<file path="src/rtl/data_ram_hs.sv">
// rtl/data_ram_hs.sv - byte-writable word RAM behind a valid/ready request/response handshake
module data_ram_hs #(
    parameter int DATA_W  = 32,
    parameter int ADDR_W  = 5,
    parameter int DEPTH   = 32,
    parameter int LATENCY = 2
) (
    input  logic                  clk,
    input  logic                  resetn,
    input  logic                  req_valid,
    output logic                  req_ready,
    input  logic [DATA_W/8-1:0]   req_wen,
    input  logic [ADDR_W-1:0]     req_addr,
    input  logic [DATA_W-1:0]     req_wdata,
    output logic                  resp_valid,
    input  logic                  resp_ready,
    output logic [DATA_W-1:0]     resp_rdata,
    output logic                  resp_err,
    input  logic [ADDR_W-1:0]     test_addr,
    output logic [DATA_W-1:0]     test_data,
    output logic                  busy
);

    localparam int              NBYTES    = DATA_W / 8;
    localparam int              MEM_WORDS = 1 << ADDR_W;
    localparam logic [ADDR_W:0] DEPTH_LIM = (ADDR_W + 1)'(DEPTH);
    localparam logic [3:0]      CNT_INIT  = 4'(LATENCY - 1);

    localparam logic [1:0] S_IDLE = 2'd0;
    localparam logic [1:0] S_WAIT = 2'd1;
    localparam logic [1:0] S_RESP = 2'd2;

    logic [1:0]        state;
    logic [3:0]        cnt;
    logic [NBYTES-1:0] wen_q;
    logic [ADDR_W-1:0] addr_q;
    logic [DATA_W-1:0] wdata_q;
    logic [DATA_W-1:0] merged;
    logic              addr_ok;
    logic              access;

    // Words at or above DEPTH are never written and never read back, so they trim away.
    logic [DATA_W-1:0] mem [MEM_WORDS];

    assign addr_ok    = {1'b0, addr_q} < DEPTH_LIM;
    assign access     = (state == S_WAIT) && (cnt == 4'd0);
    assign req_ready  = (state == S_IDLE);
    assign resp_valid = (state == S_RESP);
    assign busy       = (state != S_IDLE);
    assign test_data  = ({1'b0, test_addr} < DEPTH_LIM) ? mem[test_addr] : '0;

    // Overlay enabled bytes of the captured write data onto the stored word.
    always_comb begin
        merged = mem[addr_q];
        for (int i = 0; i < NBYTES; i++) begin
            if (wen_q[i]) begin
                merged[8*i +: 8] = wdata_q[8*i +: 8];
            end
        end
    end

    // Request capture, latency countdown, response hold and handshake sequencing.
    always_ff @(posedge clk or negedge resetn) begin
        if (!resetn) begin
            state      <= S_IDLE;
            cnt        <= 4'd0;
            wen_q      <= '0;
            addr_q     <= '0;
            wdata_q    <= '0;
            resp_rdata <= '0;
            resp_err   <= 1'b0;
        end else begin
            case (state)
                S_IDLE: begin
                    if (req_valid) begin
                        wen_q   <= req_wen;
                        addr_q  <= req_addr;
                        wdata_q <= req_wdata;
                        cnt     <= CNT_INIT;
                        state   <= S_WAIT;
                    end
                end
                S_WAIT: begin
                    if (cnt != 4'd0) begin
                        cnt <= cnt - 4'd1;
                    end else begin
                        resp_rdata <= addr_ok ? merged : '0;
                        resp_err   <= !addr_ok;
                        state      <= S_RESP;
                    end
                end
                S_RESP: begin
                    if (resp_ready) begin
                        state <= S_IDLE;
                    end
                end
                default: state <= S_IDLE;
            endcase
        end
    end

    // Memory commit; a reset forces IDLE asynchronously, which cancels any pending write.
    always_ff @(posedge clk) begin
        if (access && addr_ok && (|wen_q)) begin
            mem[addr_q] <= merged;
        end
    end

endmodule

</file>
<file path="config.mk">
export PLATFORM = sky130hd
export DESIGN_NAME = data_ram_hs
export DESIGN_NICKNAME = d
export VERILOG_FILES = /design/src/rtl/data_ram_hs.sv
export SDC_FILE = /design/constraint.sdc
export NUM_CORES = 1
export LEC_CHECK = 0
export ABC_CLOCK_PERIOD_IN_PS = 8000
export CAP_MARGIN = 20
export CORE_MARGIN = 2
export CORE_UTILIZATION = 56
export DETAILED_ROUTE_END_ITERATION = 8
export PLACE_DENSITY = 0.74
export SLEW_MARGIN = 10
export SYNTH_ARGS = -nofsm -noshare
export SYNTH_HDL_FRONTEND = slang
export SYNTH_SLANG_ARGS = --single-unit
</file>
<file path="constraint.sdc">
create_clock -name clk -period 8 [get_ports clk]
set_input_delay 2.4 -clock clk [delete_from_list [all_inputs] [get_ports clk]]
set_output_delay 2.4 -clock clk [all_outputs]
set_load 0.01 [all_outputs]
</file>
==> results.yml, run 1 <==
outcome:
  status: "finished, final reports clean"
detailed_routing:
  route.detailed.drc: 0
  via_per_inst: 7.36
  routed.top_layer: "met4"
  drt-met1-wl_um: 54200
  antenna_left: 0
  wl_met3_um: 22000
  vias: 30600
  routed_wl_um: 157000
  wl_per_cell_um: 37.9
  drtIter0Drc: 5119
  drtPass1Iterations: 5
  wl_met2_um: 72500
power_and_ir_drop:
  p_per_area_mw_per_mm2: 370
  p_leak_nw: 19.3
  peakVddDrop_v: 0.000398
  power_mw: 21.3
clock_tree:
  postCtsHoldBufs: 0
  root_buffer: "clkbuf_16"
  cts-resized-gates: 0
  clock_path_buffers: 3
  numCtsBuffers: 110
  htree_levels: 3
  tritoncts: "built"
  cts.sinks: 1103
  post_cts_buffers: 0
  clock_latency_ps: 710
  clk_pin_slew_worst_paths_ps: 60
global_routing:
  grt_max_degree: 159
  first_global_vias: 30800
  grt_pass1_wl_um: 224000
  antenna_found_initial: 0
  grt_use_total_pct: 34.1
  grt-ovfl-total: 0
cells_and_area:
  final_util_pct: 64.1
  most-common-layout-cells: "1024 x edfxtp_1, 402 x mux2i_1, 375 x mux4_2"
  instances_no_fill: 4156
  final_area_mm2: 0.0574
  layout-drive-gt1-share_pct: 27.2
  fin_nets: 2940
  num_antenna_cells: 0
  syn_to_final_growth_pct: 13.9
  final_common_cell: "edfxtp_1"
  fillers: 5885
synthesis:
  ys.flop_type: "edfxtp_1"
  ys_ff_latch: 1103
  synthArstFlopShare_pct: 7.16
  yosysTopAreaCell: "edfxtp_1"
  ys_seq_area_share_pct: 64.9
  yosysWarnings: 0
  synth_cell_types: 45
  syn-instance-count: 2727
  syn_avg_cell_area_um2: 18.5
  synthTopCellsByArea: "edfxtp_1 61%, mux4_2 17%, mux2i_1 8.0%"
  syn-num-nets: 2778
  synth.top_cell.area_share_pct: 61.0
  netlist_area_mm2: 0.0504
  synth_edf_count: 1024
worst_setup_path:
  cp_common_cell: "mux4_2"
  cp_slowest_stage_delay_ps: 490
  path_cells: "buf_8, buf_4, mux4_2, mux4_2, mux2_2, clkdlybuf4s50_1"
  cp.required_ps: 5600
  startpoint_type: "input pin"
  endpoint_kind: "primary output"
  cp_slowest_cell: "mux4_2"
  worstSetupPathType: "input pin to primary output"
  path_max_fanout: 36
  cp.arrival_ps: 4920
min_path:
  hp-class: "flip-flop to flip-flop"
floorplanning:
  initial_utilization_pct: 56.3
  row_count: 110
  coreArea_mm2: 0.0896
  dieArea_mm2: 0.0925
  ios: 118
  die_h_um: 304
  die_x_um: 304
sta:
  maxSlewHeadroom_pct: 17.7
  clock.fmax_ghz: 0.137
  tns_ps: 0
  fin_skew_ps: 42.3
  worst_pin_slew_ps: 1230
  min_period_over_period_pct: 91.5
  setup_viol: 0
  period_minus_slack_ps: 7320
  rsz0062_at_grt: "false"
  hold_violations: 0
  report.final.slew_viol_count: 0
placement:
  place_congestion: 0.915
  dpl.cell_count: 3943
  dp_hpwl_um: 91100
  port_buffers: 116
  placed_area_mm2: 0.0537
run:
  max_cap_viol_count: 0
layout make-up:
class / count / area, µm² / share of cell area (%)
Sequential cell: 1103 / 32700 / 57.0
Multi-Input combinational cell: 1383 / 16900 / 29.5
Clock buffer: 143 / 2960 / 5.15
Timing Repair Buffer: 256 / 2570 / 4.47
Tap cell: 1176 / 1470 / 2.56
Clock inverter: 60 / 643 / 1.12
Inverter: 35 / 131 / 0.229
critical path, delay by kind of cell:
family   cells  cell delay, ps
buf+inv      3            1250
mux          3            1200
per-layer routing:
metal	vias to the layer above	GRT usage [%]
met2	2563	52.5
li1	11800	-
met5	-	0
met4	0	16.7
met3	506	9.20
met1	15700	45.4
path summary, 6_finish.rpt:
check / from / end / slack, ps / depth (start not counted)
max: test_addr[1] / test_data[18] / 680 / 6
max in group asynchronous: resetn / addr_q[0]$_DFFE_PN0P_ / 4880 / 2
min reg2reg: resp_rdata[13]$_DFFE_PN0P_ / resp_rdata[13]$_DFFE_PN0P_ / 490 / 1
min in group asynchronous: resetn / resp_rdata[14]$_DFFE_PN0P_ / 1700 / 1
max reg2reg: addr_q[0]$_DFFE_PN0P_ / resp_rdata[21]$_DFFE_PN0P_ / 3230 / 9
min: resp_rdata[13]$_DFFE_PN0P_ / resp_rdata[13]$_DFFE_PN0P_ / 490 / 1
stage by stage:
step                hold slack (ps)  setup slack, ps
floorplan                       462             1400
global placement                474              707
detailed placement              487              692
CTS                             501              671
global route                    512              606
finish                          492              683
cell families (layout without fill, tap and decap cells):
kind of cell | Yosys count | count (layout) | share of synthesized area [%]
other cells | 1 | 1 | 0.00744
mux | 863 | 863 | 26.7
fa+ha+maj | 1 | 1 | 0.0248
simple gates | 233 | 233 | 2.38
compound gates | 283 | 283 | 3.81
xor+xnor | 2 | 2 | 0.0347
flops | 1103 | 1103 | 64.9
buf+inv | 241 | 494 | 2.18
synthesized netlist by cell type, drive strengths merged (5+ instances only):
master and count:
clkbuf 73, edfxtp 1024, inv 35, nand2b 10, mux4 375, nor2b 9
dfrtp 79, nor2 56, a22oi 74, o22ai 132, nor3 6, nor4 40
mux2i 402, mux2 86, o21ai 33, nand3 20, nand4bb 5, buf 133
nand2 60, a32oi 38
power breakdown:
group	total [mW]	switching, mW	internal [mW]	leakage [nW]
Combinational	7.12	4.71	2.41	7.32
Clock	5.20	2.24	2.97	1.75
Sequential	8.93	0.280	8.65	10.2
Total	21.3	7.23	14.0	19.3
state kept, by name (all words and copies together), names as in the netlist:
register and flops:
addr_q 5, cnt 4, mem 1024, resp_rdata 32, state 2, wdata_q 32, wen_q 4
No activity file was read; power rests on OpenSTA's default activity.
==> run 2: changes to the inputs <==
- CORE_MARGIN: 2 -> not set
==> run 2 against run 1 <==
Against the previous run: the flow now finishes with violations (design-rule violations); clock power is 1% lower; flip-flop and latch count stayed put; maximum frequency is 0.87% lower; combinational power is 0.7% higher; first-iteration DRC count is 9.3% lower; critical path depth stayed put; register-to-register slack better by 50 ps; sequential power is 0.6% lower; critical path type unchanged; critical endpoint is now test_data[5]; largest cell class unchanged; largest power group unchanged; highest routed layer unchanged.
==> results.yml, run 2 (synthesis results as in run 1) <==
outcome:
  status: "finished, violations left"
  violations: "design-rule violations"
clock_tree:
  cts-resized-gates: 0
  postCtsHoldBufs: 0
  cts.sinks: 1103
  clock_path_buffers: 3
  clk_pin_slew_worst_paths_ps: 60
  tritoncts: "built"
  htree_levels: 3
  numCtsBuffers: 109
  clock_latency_ps: 700
  post_cts_buffers: 0
  root_buffer: "clkbuf_16"
global_routing:
  first_global_vias: 30900
  antenna_found_initial: 1
  grt-ovfl-total: 0
  grt_max_degree: 121
  grt_use_total_pct: 34.9
  grt_pass1_wl_um: 221000
detailed_routing:
  via_per_inst: 7.35
  wl_per_cell_um: 37.8
  drtPass1Iterations: 8
  vias: 30500
  route.detailed.drc: 10
  drtIter0Drc: 4642
  routed_wl_um: 157000
  antenna_left: 0
sta:
  tns_ps: 0
  worst_pin_slew_ps: 1220
  report.final.slew_viol_count: 0
  worst_hold_slack_ps: 490
  setup_viol: 0
  fin_skew_ps: 33.8
  min_period_over_period_pct: 92.3
  clock.fmax_ghz: 0.135
  rsz0062_at_grt: "false"
  hold_violations: 0
  maxSlewHeadroom_pct: 18.6
  period_minus_slack_ps: 7380
cells_and_area:
  reg.largest.list: "mem: 1024 flops, resp_rdata: 32 flops, wdata_q: 32 flops"
  final_common_cell: "edfxtp_1"
  regMostFlops: "mem"
  syn_to_final_growth_pct: 13.5
  fin_nets: 2939
  most-common-layout-cells: "1024 x edfxtp_1, 402 x mux2i_1, 375 x mux4_2"
  layout-drive-gt1-share_pct: 27.2
  largest_reg_flops: 1024
  instances_no_fill: 4149
power_and_ir_drop:
  peakVddDrop_v: 0.000357
  p_leak_nw: 19.2
  p_per_area_mw_per_mm2: 370
run:
  max_cap_viol_count: 0
worst_setup_path:
  cp.required_ps: 5600
  cp.arrival_ps: 4980
  worst_r2r_startpoint: "addr_q[2]$_DFFE_PN0P_"
  cp_num_buf_inv: 3
  path_delay_family: "buffers and inverters"
  path_cells: "buf_8, buf_4, mux4_2, mux4_2, mux2_2, clkdlybuf4s50_1"
  endpoint_kind: "primary output"
  cp_slowest_stage_delay_ps: 510
  startpoint: "test_addr[1]"
  startpoint_type: "input pin"
  path_max_fanout: 38
  cp_slowest_cell: "buf_4"
  cp_common_cell: "mux4_2"
  worstSetupPathType: "input pin to primary output"
floorplanning:
  row_count: 109
  coreArea_mm2: 0.0888
  initial_utilization_pct: 56.8
  ios: 118
  die_x_um: 302
  dieArea_mm2: 0.0912
  die_h_um: 302
placement:
  place_congestion: 0.870
  dp_hpwl_um: 89700
  port_buffers: 116
  dpl.cell_count: 3937
min_path:
  hp-class: "flip-flop to flip-flop"
  min_from: "resp_rdata[1]$_DFFE_PN0P_"
-- run 2: cell count changes in the layout (fill, tap and decap cells not counted), moves of 3 or more --
cell / delta
clkbuf_1: +5
clkinv_1: -9
a32oi_2: -3
clkinv_2: +3
buf_12: -12
diode_2: +4
buf_4: +15
buf_6: -4
a32oi_1: +3
clkbuf_8: +3
-- run 2: per-layer routing --
layer / track usage (%) / vias to the layer above / part of all wire (%) / wire length, µm
met5: 0 / - / 0 / 0
met2: 53.7 / 2537 / 46 / 72800
met3: 9.23 / 568 / 14 / 21700
li1: - / 11800 / - / -
met4: 19.9 / 0 / 6.1 / 9550
met1: 45.3 / 15500 / 34 / 52800
-- run 2: cell type report --
class | instances | area [µm²]
clock inverters | 51 | 546
multi-input cells | 1383 | 16900
diodes | 4 | 10.0
clock buffers | 152 | 3040
repair buffers | 256 | 2420
well taps | 1165 | 1460
fillers | 5837 | 31500
inverters | 35 | 131
flip-flops and latches | 1103 | 32700
-- run 2: worst paths after layout --
path | to | slack, ps | cells past startpoint
setup / recovery | test_data[5] | 620 | 6
hold / removal | resp_rdata[1]$_DFFE_PN0P_ | 490 | 1
setup reg to reg | resp_rdata[19]$_DFFE_PN0P_ | 3280 | 8
hold reg to reg | resp_rdata[1]$_DFFE_PN0P_ | 490 | 1
max in group asynchronous | addr_q[0]$_DFFE_PN0P_ | 4810 | 2
min in group asynchronous | resp_rdata[0]$_DFFE_PN0P_ | 1730 | 1
-- run 2: metrics by stage --
| stage | setup slack [ps] | utilization [%] | total power [mW] | instance area [µm²] |
|---|---|---|---|---|
| after floorplan | 1400 | - | 13.2 | 50400 |
| after global placement | 596 | 60.3 | 15.6 | 53600 |
| after detailed placement | 617 | 60.4 | 15.9 | 53600 |
| after CTS | 606 | 64.4 | 21.0 | 57200 |
| after global routing | 528 | 64.5 | 21.8 | 57200 |
| final | 619 | 64.5 | 21.2 | 57200 |
-- run 2: power breakdown --
| group | switching (mW) | internal (mW) |
|---|---|---|
| Sequential | 0.230 | 8.65 |
| Combinational | 4.78 | 2.39 |
| Clock | 2.18 | 2.98 |
